## src/rtl/face_code_editor.sv

```systemverilog
// Editable two-slot feature-code source for the 4-bit 2:1 face mux.
// Edits the active slot on button pulses; a lock pulse freezes codes and alternates the select.
module face_code_editor #(
  parameter int unsigned CODE_MAX      = 9,
  parameter int unsigned TOGGLE_CYCLES = 25_000_000
) (
  input  logic       clk,
  input  logic       rst,
  input  logic       inc_pulse,
  input  logic       dec_pulse,
  input  logic       slot_pulse,
  input  logic       lock_pulse,
  output logic [3:0] code_a,
  output logic [3:0] code_b,
  output logic       select,
  output logic       locked
);

  localparam int unsigned CODE_W = 4;
  localparam int unsigned CTR_W  = 26;
  localparam logic [CODE_W-1:0] CODE_TOP = CODE_W'(CODE_MAX);
  localparam logic [CTR_W-1:0]  CTR_TC   = CTR_W'(TOGGLE_CYCLES - 1);

  typedef enum logic [1:0] {
    EDIT_A = 2'd0,
    EDIT_B = 2'd1,
    LOCKED = 2'd2
  } state_t;

  state_t            r_state;
  state_t            w_state_nxt;
  logic [CODE_W-1:0] r_code_a;
  logic [CODE_W-1:0] r_code_b;
  logic [CODE_W-1:0] w_code_a_nxt;
  logic [CODE_W-1:0] w_code_b_nxt;
  logic [CODE_W-1:0] w_edit_in;
  logic [CODE_W-1:0] w_edit_out;
  logic              r_select;
  logic              w_select_nxt;
  logic              r_locked;
  logic [CTR_W-1:0]  r_ctr;
  logic [CTR_W-1:0]  w_ctr_nxt;

  // Next state, wrapped code edit and lock-phase timing; lock beats slot beats inc/dec.
  always_comb begin
    w_state_nxt  = r_state;
    w_code_a_nxt = r_code_a;
    w_code_b_nxt = r_code_b;
    w_select_nxt = r_select;
    w_ctr_nxt    = r_ctr;
    w_edit_in    = (r_state == EDIT_B) ? r_code_b : r_code_a;
    w_edit_out   = w_edit_in;

    if (inc_pulse && !dec_pulse) begin
      w_edit_out = (w_edit_in == CODE_TOP) ? '0 : w_edit_in + CODE_W'(1);
    end else if (dec_pulse && !inc_pulse) begin
      w_edit_out = (w_edit_in == '0) ? CODE_TOP : w_edit_in - CODE_W'(1);
    end

    case (r_state)
      EDIT_A, EDIT_B: begin
        if (lock_pulse) begin
          w_state_nxt  = LOCKED;
          w_select_nxt = 1'b0;
          w_ctr_nxt    = '0;
        end else if (slot_pulse) begin
          w_state_nxt  = (r_state == EDIT_A) ? EDIT_B : EDIT_A;
          w_select_nxt = (r_state == EDIT_A);
        end else if (r_state == EDIT_A) begin
          w_code_a_nxt = w_edit_out;
        end else begin
          w_code_b_nxt = w_edit_out;
        end
      end
      LOCKED: begin
        if (lock_pulse) begin
          w_state_nxt  = EDIT_A;
          w_select_nxt = 1'b0;
          w_ctr_nxt    = '0;
        end else if (r_ctr == CTR_TC) begin
          w_ctr_nxt    = '0;
          w_select_nxt = ~r_select;
        end else begin
          w_ctr_nxt    = r_ctr + CTR_W'(1);
        end
      end
      default: begin
        w_state_nxt  = EDIT_A;
        w_select_nxt = 1'b0;
        w_ctr_nxt    = '0;
      end
    endcase
  end

  always_ff @(posedge clk or negedge rst) begin
    if (!rst) begin
      r_state  <= EDIT_A;
      r_code_a <= '0;
      r_code_b <= '0;
      r_select <= 1'b0;
      r_locked <= 1'b0;
      r_ctr    <= '0;
    end else begin
      r_state  <= w_state_nxt;
      r_code_a <= w_code_a_nxt;
      r_code_b <= w_code_b_nxt;
      r_select <= w_select_nxt;
      r_locked <= (w_state_nxt == LOCKED);
      r_ctr    <= w_ctr_nxt;
    end
  end

  assign code_a = r_code_a;
  assign code_b = r_code_b;
  assign select = r_select;
  assign locked = r_locked;

endmodule

```

## config.mk

```make
export PLATFORM = sky130hd
export DESIGN_NAME = face_code_editor
export DESIGN_NICKNAME = d
export VERILOG_FILES = /design/src/rtl/face_code_editor.sv
export SDC_FILE = /design/constraint.sdc
export NUM_CORES = 1
export LEC_CHECK = 0
export BUFFER_PORTS_ARGS = -buffer_cell sky130_fd_sc_hd__buf_2
export CORE_MARGIN = 1.5
export CORE_UTILIZATION = 50
export CTS_CLUSTER_SIZE = 28
export DETAILED_ROUTE_END_ITERATION = 16
export PLACE_DENSITY = 0.8
export SYNTH_ARGS = -nofsm -noshare
export SYNTH_HDL_FRONTEND = slang
export SYNTH_SLANG_ARGS = --single-unit
export TNS_END_PERCENT = 5
```

## constraint.sdc

```tcl
create_clock -name clk -period 5.1 [get_ports clk]
set_input_delay 0.255 -clock clk [delete_from_list [all_inputs] [get_ports clk]]
set_output_delay 0.255 -clock clk [all_outputs]
set_load 0.03 [all_outputs]
```

Word-level counts from Yosys, hierarchy flattened --
Cells that the tools add are included. Widths: inputs -> output; s select.
Word-level totals: bits in registers 38, input port bits 6, output and inout port bits 10, word-level logic and storage cells 50
Operators by class: $add $sub $neg 3, equality and inequality tests 8, muxes and demuxes 19, bitwise gates (word level) 4, reductions and logical operators 10
Operator list (count):
- $mux 26 | 3
- $pmux 26 s2 | 1
- $add 26x1->26 const B | 1
- $eq 26x25->1 const B | 1
- $mux 4 | 5
- $reduce_and 4->1 | 2
- $mux 2 | 3
- $ne 3x3->1 const B | 2
- $mux 1 | 5
- $add 4x1->4 const B | 1
- $eq 2x2->1 const B | 2
- $eq 4x4->1 const B | 1
- $logic_not 4->1 | 1
- $not 1->1 | 4
- $pmux 2 s2 | 1
- $sub 4x1->4 const B | 1
- $eq 2x1->1 const B | 1
- $logic_and 1x1->1 | 2
- $logic_not 1->1 | 2
- $logic_not 2->1 | 1
- $ne 2x2->1 const B | 1
- $pmux 1 s2 | 1
- $reduce_and 2->1 | 1
- $reduce_or 2->1 | 1

Longest topological paths before layout --
Gate-level depths: netlist of run 1.
depth after elaboration 6, depth in mapped cells 8, depth with buffers taken out 6

Least setup slack after synthesis of run 1 --
OpenSTA, ideal clock, no wires.
kind register to register, start point register r_ctr[0], end point register r_ctr[24], library setup time 0.130 ns, arrival time 1.830 ns, required time 4.970 ns, slack 3.139 ns, cell stages (with the launch flop) 7, buffers on the path 0, period minus slack after synthesis 1.961 ns, cells stage by stage dfrtp_1 ha_1 nand4_1 or2_2 or4_1 o221ai_1 o31ai_1
Between the ends: longest elaborated chain between the ends 4, elaborated cells on any way between the ends 5, those cells by class add/sub (1); eq/ne (1); mux (3)
RTL lines:
- from (decl) | RTL line 41 | logic [CTR_W-1:0] r_ctr;
- from (signal assigned) | RTL line 109 | r_ctr <= w_ctr_nxt;
- $add 26x1->26 / $eq 26x25->1 (equally long branches) | RTL line 84, 80
- $mux 26 (*) | RTL line 80 | end else if (r_ctr == CTR_TC) begin
- $mux 26 (*) | RTL line 76 | if (lock_pulse) begin
- $pmux 26 s2 (*) | RTL line 60 | case (r_state)
Mark *: on every way between the ends. The rest lies on a longest branch, timed or not. A chain may end at the register's enable or synchronous reset.

Final worst setup path of run 1 --
start point register r_state[1], end point register r_code_b[1], in the netlist code_b[1]
Between the ends: longest elaborated chain between the ends 6, elaborated cells on any way between the ends 14, those cells by class add/sub (2); eq/ne (2); mux (5); bitwise (1); reduce/logical (4)
RTL lines:
- from (decl) | RTL line 30 | state_t r_state;
- from (signal assigned) | RTL line 104 | r_state <= w_state_nxt;
- $eq 2x1->1 | RTL line 51, 60
- $mux 4 | RTL line 51 | w_edit_in = (r_state == EDIT_B) ? r_code_b : r_code_a;
- $sub 4x1->4 / $logic_not 4->1 (equally long branches) | RTL line 57 | w_edit_out = (w_edit_in == '0) ? CODE_TOP : w_edit_in - CODE_W'(1);
- $mux 4 | RTL line 57
- $mux 4 | RTL line 56 | end else if (dec_pulse && !inc_pulse) begin
- $mux 4 | RTL line 54 | if (inc_pulse && !dec_pulse) begin
- to (signal assigned) | RTL line 106 | r_code_b <= w_code_b_nxt;
- to (decl) | RTL line 33 | logic [CODE_W-1:0] r_code_b;
Several ways; a longest one is shown, not always the timed one.

==> results of run 1 <==
## worst paths after layout
kind	start	end	slack [ns]	depth (start not counted)
setup / recovery	r_state[1]$_DFF_PN0_	code_b[1]$_DFFE_PN0P_	2.91	4
hold / removal	rst	r_ctr[21]$_DFFE_PN0P_	0.05	1
setup reg to reg	r_state[1]$_DFF_PN0_	code_b[1]$_DFFE_PN0P_	2.91	4
hold reg to reg	r_ctr[24]$_DFFE_PN0P_	r_ctr[24]$_DFFE_PN0P_	0.49	1
max in group asynchronous	rst	code_b[2]$_DFFE_PN0P_	4.51	1
min in group clk	lock_pulse	select$_DFFE_PN0P_	0.23	2
## per-layer routing
metal  routed length (microns)  global-route usage, %
met1                      2420                   30.3
met2                      2240                   31.7
met3                       273                   5.20
met4                        35                   3.98
met5                         0                      0
## logic make-up after synthesis
kind of cell	count (synthesis)	share of synthesized area, %
and+or+nand+nor	118	27.3
AOI/OAI and AO/OA	67	18.6
DFF	38	40.4
buffers and inverters	18	3.83
muxes	12	5.26
xor gates and xnor gates	11	4.09
adders and majority gates	1	0.532
## final cells by class
class / instances / area, sq um / area share (%)
tap: 52 / 65.1 / 2.58
clock buffer: 7 / 86.3 / 3.43
clock inverter: 1 / 5.00 / 0.199
inverter: 4 / 15.0 / 0.596
sequential: 38 / 951 / 37.8
multi-input combinational: 209 / 1310 / 52.1
timing repair buffer: 16 / 82.6 / 3.28
## stage by stage
stage | util (%) | std cells
after floorplan | - | 265
after CTS | 56.6 | 327
after global routing | 56.6 | 327
after detailed placement | 54.6 | 319
final | 56.6 | 327
after global placement | 54.6 | 319
## placed cells by master, fill, tap and decap left out, drive strengths merged, types with 3 or more instances in the layout
| cell | count |
|---|---|
| or3 | 3 |
| nand4 | 6 |
| nand2 | 28 |
| a41oi | 4 |
| and3 | 3 |
| a31oi | 20 |
| nor3b | 3 |
| clkbuf | 7 |
| inv | 4 |
| nand3 | 13 |
| buf | 16 |
| a211oi | 3 |
| a22o | 3 |
| nor2 | 26 |
| nor4 | 6 |
| nand2b | 5 |
| o31ai | 4 |
| dfrtp | 38 |
| xnor2 | 7 |
| xor2 | 4 |
| or2 | 4 |
| o21ai | 12 |
| a21oi | 13 |
| mux2 | 3 |
| mux2i | 9 |
| nor3 | 6 |
## worst max-delay path, delay by kind of cell (launching register included)
kind,cells,cell delay (ns)
AND/OR/NAND/NOR,1,0.59
AO/OA/AOI/OAI,2,0.58
flip-flops,1,0.48
multiplexers,1,0.46
## power by group
part | switching (uW) | total (uW) | internal (uW)
Clock | 107 | 216 | 109
Sequential | 74.2 | 415 | 340
Combinational | 204 | 324 | 120
Total | 385 | 954 | 570
## sequential cells by signal (all words and copies together), names as in the netlist
signal	flops
r_ctr	26
code_b	4
r_state	2
code_a	4
select	1
locked	1
## cells in the mapped netlist (2+ instances only)
cell / n
o32ai_1: 2
a31oi_1: 20
nor2b_1: 2
nor3_1: 5
nor2_1: 25
a211oi_1: 3
buf_6: 2
buf_2: 6
and3_1: 3
a22o_1: 3
nand3_1: 13
xnor2_1: 7
and4_1: 2
or3_1: 3
mux2i_1: 9
inv_1: 4
o21ai_0: 12
a21oi_1: 12
nor4_1: 5
clkbuf_1: 5
nand2_1: 28
nand2b_1: 5
o31ai_1: 4
nor4b_1: 2
dfrtp_1: 38
mux2_2: 3
or2_2: 4
xor2_1: 4
nand4_1: 6
nor3b_1: 3
a41oi_1: 4
==> flow_summary.toml, run 1 <==
[outcome]
status = "finished clean"

[setup_path]
slowest_delay_ns = 0.59
start_kind = "flop"
crit_chain = "nand2b_1, mux2_2, o311a_1, o31ai_1"
critPathKind = "flop to flop"
cp_data_required_time_ns = 5.30
worst_ep_arrival_time_ns = 2.39
crit_fanout = 18
critPathCaptureType = "flop"
slowest_stage = "nand2b_1"

[power_and_ir_drop]
vdd_ir_drop_max_mv = 0.193
total_power_uw = 954
power_density_mw_per_mm2 = 379
p_leak_uw = 0.00101

[logic_synthesis]
synthesis.nets = 272
synth-async-reset-ratio_pct = 100
synth_edf_count = 0
synth_top_area_cell = "dfrtp_1"
yosysSeqAreaShare_pct = 40.4
synth.top_cells.by_area = "dfrtp_1 (40%), a31oi_1 (5.3%), nand2_1 (4.5%), nor2_1 (4.0%), mux2i_1 (3.8%)"
netlist_instances = 265
synth_cell_types = 52
ys_seq_elements = 38
yosys.area.top_type_share_pct = 40.4
synth_flop_cell = "dfrtp_1"
synth_area_sq_mm = 0.00235
synth_warnings = 0
syn_area_per_cell_sq_um = 8.88

[finish]
nFillCells = 393
diodes = 0
final_layout_size_suffix_gt1_share_pct = 12.7
synthToLayoutAreaGrowth_pct = 6.96
finalNetCount = 281
final_cell_area_sq_mm = 0.00252

[placement]
place_ws_ns = 2.94
io_buffers = 15
dp_hpwl_microns = 3500
placed_area_sq_mm = 0.00243
finalWeightedCongestion = 0.903

[timing]
rsz0062_at_grt = "no"
final_max_slew_viol_count = 0
worst_pin_slew_ns = 0.855
min_period_ns = 2.19
fmax_mhz = 457
hold_viol = 0
maxSlewHeadroom_pct = 42.5
setup_viol = 0
fin_tns_setup_ns = 0
hold-worst-slack_ns = 0.0513
period_share_pct = 42.9
fin_skew_ns = 0.00788
finalWorstSetupSlack_ns = 2.91

[global_routing]
antenna_found_initial = 0
grt_pass1_vias = 1838
grt_pass1_wl_microns = 8590
grt_overflow = 0
grt.total_usage_pct = 20.8
grt_max_degree = 39

[clock_tree]
cts_resized = 0
cts-htree-levels = 2
cts_buffer_depth = 2
postCtsHoldBufs = 0
cts_tree = "built"
cts_root_buf = "clkbuf_8"
cts_sinks = 38
postCtsSetupBuffers = 0
clkLatencyLatePin_ns = 0.30
numCtsBuffers = 5
clk_transition_reported_paths_ns = 0.08

[floorplanning]
top_level_ports = 16
die_area_sq_mm = 0.00513
fp.dieH_microns = 71.6
fp.dieW_microns = 71.6
placementRows = 24
core_sq_mm = 0.00444
initial_core_util_pct = 53.0

[route]
vias = 2046
routedWlPerCell_microns = 15.2
drt_iter0_markers = 251
ant_nets = 0
vias_per_cell = 6.26
drt_pass1_iterations = 6
postRouteWirelength_microns = 4970
drc_errors = 0

[hold_path]
hold_path_class = "primary input to async pin"

[flow_run]
cap_violations = 0
No activity file was read; power rests on OpenSTA's default activity.
==> inputs of run 2 (changes only) <==
PLACE_DENSITY = 0.83   (was 0.8)
clock period = 1.8 ns   (was 5.1 ns; I/O delays follow)
==> flow_summary.toml, run 2 (synthesis gave the netlist of run 1 again) <==
[finish]
finalNetCount = 325
regMostFlops = "r_ctr"
final_cell_area_sq_mm = 0.00306
diodes = 0
synthToLayoutAreaGrowth_pct = 29.9
final_common_cell = "buf_4"
final_layout_size_suffix_gt1_share_pct = 31.0
final_cell_mix = "buf_4 (42), dfrtp_1 (38), nand2_1 (28)"
fin_util_pct = 68.8
largest_register_ff_count = 26

[clock_tree]
clkLatencyLatePin_ns = 0.30
cts-htree-levels = 2
numCtsBuffers = 5
cts_buffer_depth = 2
cts_sinks = 38
cts_tree = "built"
cts_root_buf = "clkbuf_8"
clk_transition_reported_paths_ns = 0.08

[timing]
maxSlewHeadroom_pct = 43.7
fin_skew_ns = 0.00896
rsz0062_at_grt = "yes"
min_period_ns = 1.87
period_share_pct = 104
finalWorstSetupSlack_ns = -0.0714
worst_pin_slew_ns = 0.845
fin_tns_setup_ns = -0.728
setup_viol = 20
final_max_slew_viol_count = 0
hold_viol = 0
fmax_mhz = 534

[setup_path]
worstReg2RegEnd = "r_ctr[3]$_DFFE_PN0P_"
worst_ep_arrival_time_ns = 2.05
slowest_stage = "or4b_4"
critPathKind = "flop to flop"
critPathCaptureType = "flop"
crit_buf_inv = 1
cp_data_required_time_ns = 1.98
timing.rr.start = "r_ctr[15]$_DFFE_PN0P_"
rr_worst_depth = 6
start_kind = "flop"
r2r_slack_ns = -0.07
crit_fanout = 20
slowest_delay_ns = 0.55
crit_family = "simple AND/OR/NAND/NOR gates"
crit_chain = "or4b_4, nor4_4, a21oi_4, buf_12, a41oi_1, a31oi_1"

[flow_run]
cap_violations = 0

[floorplanning]
initial_core_util_pct = 53.0
top_level_ports = 16
placementRows = 24
core_sq_mm = 0.00444
fp.dieW_microns = 71.6
die_area_sq_mm = 0.00513
fp.dieH_microns = 71.6

[placement]
finalWeightedCongestion = 0.883
place_ws_ns = -0.163
dp_hpwl_microns = 4180
placed_area_sq_mm = 0.00277
io_buffers = 15

[route]
drt_pass1_iterations = 6
ant_nets = 0
routedWlPerCell_microns = 17.2
drc_errors = 0
drt_iter0_markers = 245
vias = 2353
postRouteWirelength_microns = 6380
vias_per_cell = 6.34

[hold_path]
whs_path_depth = 2
whs_endpoint = "select$_DFFE_PN0P_"
min_from = "lock_pulse"
hold_path_class = "primary input to flop"

[global_routing]
grt_pass1_wl_microns = 10200
grt.total_usage_pct = 25.8
antenna_found_initial = 0
grt_max_degree = 39
grt_pass1_vias = 2170
grt_overflow = 0

[outcome]
status = "finished with violations"
violations = "negative setup slack"

[power_and_ir_drop]
vdd_ir_drop_max_mv = 0.448
power_density_mw_per_mm2 = 1030
p_leak_uw = 0.00130
-- run 2: cell types whose count changed in the layout (fill, tap and decap cells not counted), sizes merged --
cell,previous run,this run
buf,16,59
bufinv,0,2
clkbuf,7,5
dlygate4sd3,0,1
-- run 2: how the worst max path moves through the flow --
stage | startpoint | endpoint | slack (ns) | cells past startpoint
3_5_place_dp | r_ctr[10]$_DFFE_PN0P_ | r_ctr[13]$_DFFE_PN0P_ | -0.16 | 6
4_1_cts | r_ctr[10]$_DFFE_PN0P_ | r_ctr[0]$_DFFE_PN0P_ | -0.07 | 5
5_1_grt | r_ctr[15]$_DFFE_PN0P_ | r_ctr[3]$_DFFE_PN0P_ | -0.12 | 6
3_3_place_gp | r_ctr[1]$_DFFE_PN0P_ | r_ctr[24]$_DFFE_PN0P_ | -0.04 | 6
2_1_floorplan | r_ctr[10]$_DFFE_PN0P_ | r_ctr[24]$_DFFE_PN0P_ | -0.07 | 7
6_report | r_ctr[15]$_DFFE_PN0P_ | r_ctr[3]$_DFFE_PN0P_ | -0.07 | 6
-- run 2: repair_timing --
item / CTS / global route
hold buffers: 1 / 0
gates resized for setup: 11 / 14
hold endpoints to repair: 38 / 0
pin swaps: 9 / 2
buffers inserted: 1 / 0
endpoints found under the setup margin: 30 / 32
-- run 2: stage by stage --
step / hold WS, ns / instances / total power (uW)
after global routing: 0.0752 / 371 / 3300
after detailed placement: 0.244 / 361 / 2180
after floorplan: -0.206 / 265 / 1870
after CTS: 0.0767 / 371 / 3080
after global placement: 0.227 / 361 / 2140
final: 0.0891 / 371 / 3150
-- run 2: layer usage --
layer / vias to the layer above / track usage, % / share of wire, %
li1: 1098 / - / -
met3: 15 / 6.19 / 6.4
met4: 0 / 9.43 / 2.0
met1: 1142 / 32.6 / 43
met5: - / 0 / 0
met2: 98 / 42.9 / 49
-- run 2: power by group --
part | internal [uW] | switching [uW]
sequential | 964 | 196
clock | 555 | 323
combinational | 433 | 675
total | 1950 | 1190
-- run 2: area by class of cell --
| class | instances | area, sq um |
|---|---|---|
| Inverter | 4 | 15.0 |
| Clock buffer | 5 | 68.8 |
| Tap cell | 52 | 65.1 |
| Clock inverter | 3 | 68.8 |
| Multi-Input combinational cell | 209 | 1460 |
| Fill cell | 318 | 1390 |
| Sequential cell | 38 | 951 |
| Timing Repair Buffer | 60 | 432 |
==> inputs of run 3 (changes only) <==
--- a/config.mk
+++ b/config.mk
@@ -12,2 +12,3 @@
 export DETAILED_ROUTE_END_ITERATION = 16
+export GPL_TIMING_DRIVEN = 0
 export PLACE_DENSITY = 0.83
==> constraint.sdc (replaced) <==
create_clock -name clk -period 1.8 [get_ports clk]
set_input_delay 0.36 -clock clk [delete_from_list [all_inputs] [get_ports clk]]
set_output_delay 0.36 -clock clk [all_outputs]
set_load 0.03 [all_outputs]
==> flow_summary.toml, run 3 (synthesis gave the netlist of run 1 again) <==
[outcome]
status = "finished with violations"
violations = "negative setup slack"

[hold_path]
hold_path_class = "primary input to async pin"

[power_and_ir_drop]
comb_power_share_pct = 40.0
internal_power_uw = 1700
seqPwrFrac_pct = 38.4
pwr-share-clk_pct = 21.6
p_leak_uw = 0.00118
vdd_ir_drop_max_mv = 0.503
power_density_mw_per_mm2 = 1010
switching_share_pct = 41.0
p_sw_uw = 1190

[finish]
nFillCells = 333
final_cells = 351
final_common_cell = "dfrtp_1"
largest_register_ff_count = 26
diodes = 0
fin_util_pct = 64.5
final_layout_size_suffix_gt1_share_pct = 29.1
finalNetCount = 305
regMostFlops = "r_ctr"
synthToLayoutAreaGrowth_pct = 21.9
final_cell_mix = "dfrtp_1 (32), nand2_1 (27), nor2_1 (24)"
final_cell_area_sq_mm = 0.00287

[clock_tree]
cts_tree = "built"
clk_transition_reported_paths_ns = 0.07
cts_sinks = 38
cts-htree-levels = 2
clkLatencyLatePin_ns = 0.30
cts_buffer_depth = 2
numCtsBuffers = 5
cts_root_buf = "clkbuf_8"

[global_routing]
grt_pass1_wl_microns = 9940
antenna_found_initial = 0
grt_max_degree = 39
grt.total_usage_pct = 24.8
grt_pass1_vias = 2150
grt_overflow = 0

[route]
postRouteWirelength_microns = 6380
vias_per_cell = 6.63
drc_errors = 0
drt_pass1_iterations = 8
routedWlPerCell_microns = 18.2
drt_iter0_markers = 311
vias = 2326
ant_nets = 0

[floorplanning]
top_level_ports = 16
fp.dieH_microns = 71.6
placementRows = 24
fp.dieW_microns = 71.6
initial_core_util_pct = 53.0
core_sq_mm = 0.00444
die_area_sq_mm = 0.00513

[setup_path]
crit_fanout = 6
cp_data_required_time_ns = 1.99
critPathKind = "flop to flop"
timing.rr.start = "r_ctr[8]$_DFFE_PN0P_"
critPathCaptureType = "flop"
crit_path_start = "r_ctr[8]$_DFFE_PN0P_"
start_kind = "flop"
worst_ep_arrival_time_ns = 2.14

[timing]
rsz0062_at_grt = "yes"
fin_skew_ns = 0.00319
hold_viol = 0
worst_pin_slew_ns = 0.843
period_share_pct = 109
min_period_ns = 1.95
fmax_mhz = 512
final_max_slew_viol_count = 0
setup_viol = 30
finalWorstSetupSlack_ns = -0.154
maxSlewHeadroom_pct = 43.8
fin_tns_setup_ns = -2.61

[placement]
finalWeightedCongestion = 0.822
place_ws_ns = -0.296
io_buffers = 14
placed_area_sq_mm = 0.00250
dp_hpwl_microns = 3690
post-place-cells = 331

[flow_run]
cap_violations = 0
[run 3: changes by cell type in the layout (fill, tap and decap cells not counted), sizes merged]
cell / previous run / this run
bufinv: 2 / 0
a21oi: 13 / 14
clkbuf: 5 / 12
buf: 59 / 34
dlygate4sd3: 1 / 0
[run 3: repair_timing]
action / 4_1_cts / 5_1_grt
setup endpoints to repair: 34 / 35
buffers inserted: 10 / 0
hold buffers: 0 / 0
gates resized for setup: 22 / 24
cloned: 3 / 0
pin swaps: 8 / 7
[run 3: path summary, 6_finish.rpt]
| path | end | cells after the start | slack, ns |
|---|---|---|---|
| hold reg to reg | r_ctr[24]$_DFFE_PN0P_ | 1 | 0.50 |
| max in group asynchronous | r_ctr[6]$_DFFE_PN0P_ | 1 | 1.05 |
| hold / removal | r_ctr[24]$_DFFE_PN0P_ | 1 | 0.16 |
| setup / recovery | r_ctr[0]$_DFFE_PN0P_ | 5 | -0.15 |
| min in group clk | select$_DFFE_PN0P_ | 2 | 0.36 |
| setup reg to reg | r_ctr[0]$_DFFE_PN0P_ | 5 | -0.15 |
[run 3: cell type report]
class	count	area, sq um	area share (%)
Tap cell	52	65.1	2.27
Inverter	4	15.0	0.524
Buffer	13	90.1	3.14
Clock buffer	7	86.3	3.01
Multi-Input combinational cell	210	1490	52.1
Timing Repair Buffer	26	155	5.41
Clock inverter	1	5.00	0.175
Sequential cell	38	958	33.4
[run 3: worst max-delay path, stage by stage, from the launching register on]
cell,delay [ns]
dfrtp_1,0.45
or4b_4,0.56
nor3_4,0.29
a21oi_4,0.14
buf_6,0.15
mux2_2,0.25
[run 3: routing by layer]
| layer | track usage, % | up-vias | wire, microns |
|---|---|---|---|
| li1 | - | 1066 | - |
| met1 | 31.9 | 1089 | 2630 |
| met2 | 39.7 | 140 | 3050 |
| met3 | 5.91 | 31 | 463 |
| met4 | 11.1 | 0 | 227 |
| met5 | 0 | - | 0 |
[run 3: per-stage QoR]
stage | hold WS [ns] | power [uW]
3_5_place_dp | 0.476 | 2160
3_3_place_gp | 0.473 | 2130
2_1_floorplan | 0.0644 | 1870
4_1_cts | 0.192 | 2830
5_1_grt | 0.225 | 3050
6_report | 0.158 | 2890
[run 3: power groups by stage]
stage / Clock (uW) / Combinational (uW) / Sequential, uW
2_1_floorplan: 0 / 592 / 1280
3_3_place_gp: 0 / 1000 / 1120
3_5_place_dp: 0 / 1030 / 1130
4_1_cts: 627 / 1090 / 1110
5_1_grt: 666 / 1260 / 1130
6_report: 623 / 1160 / 1110
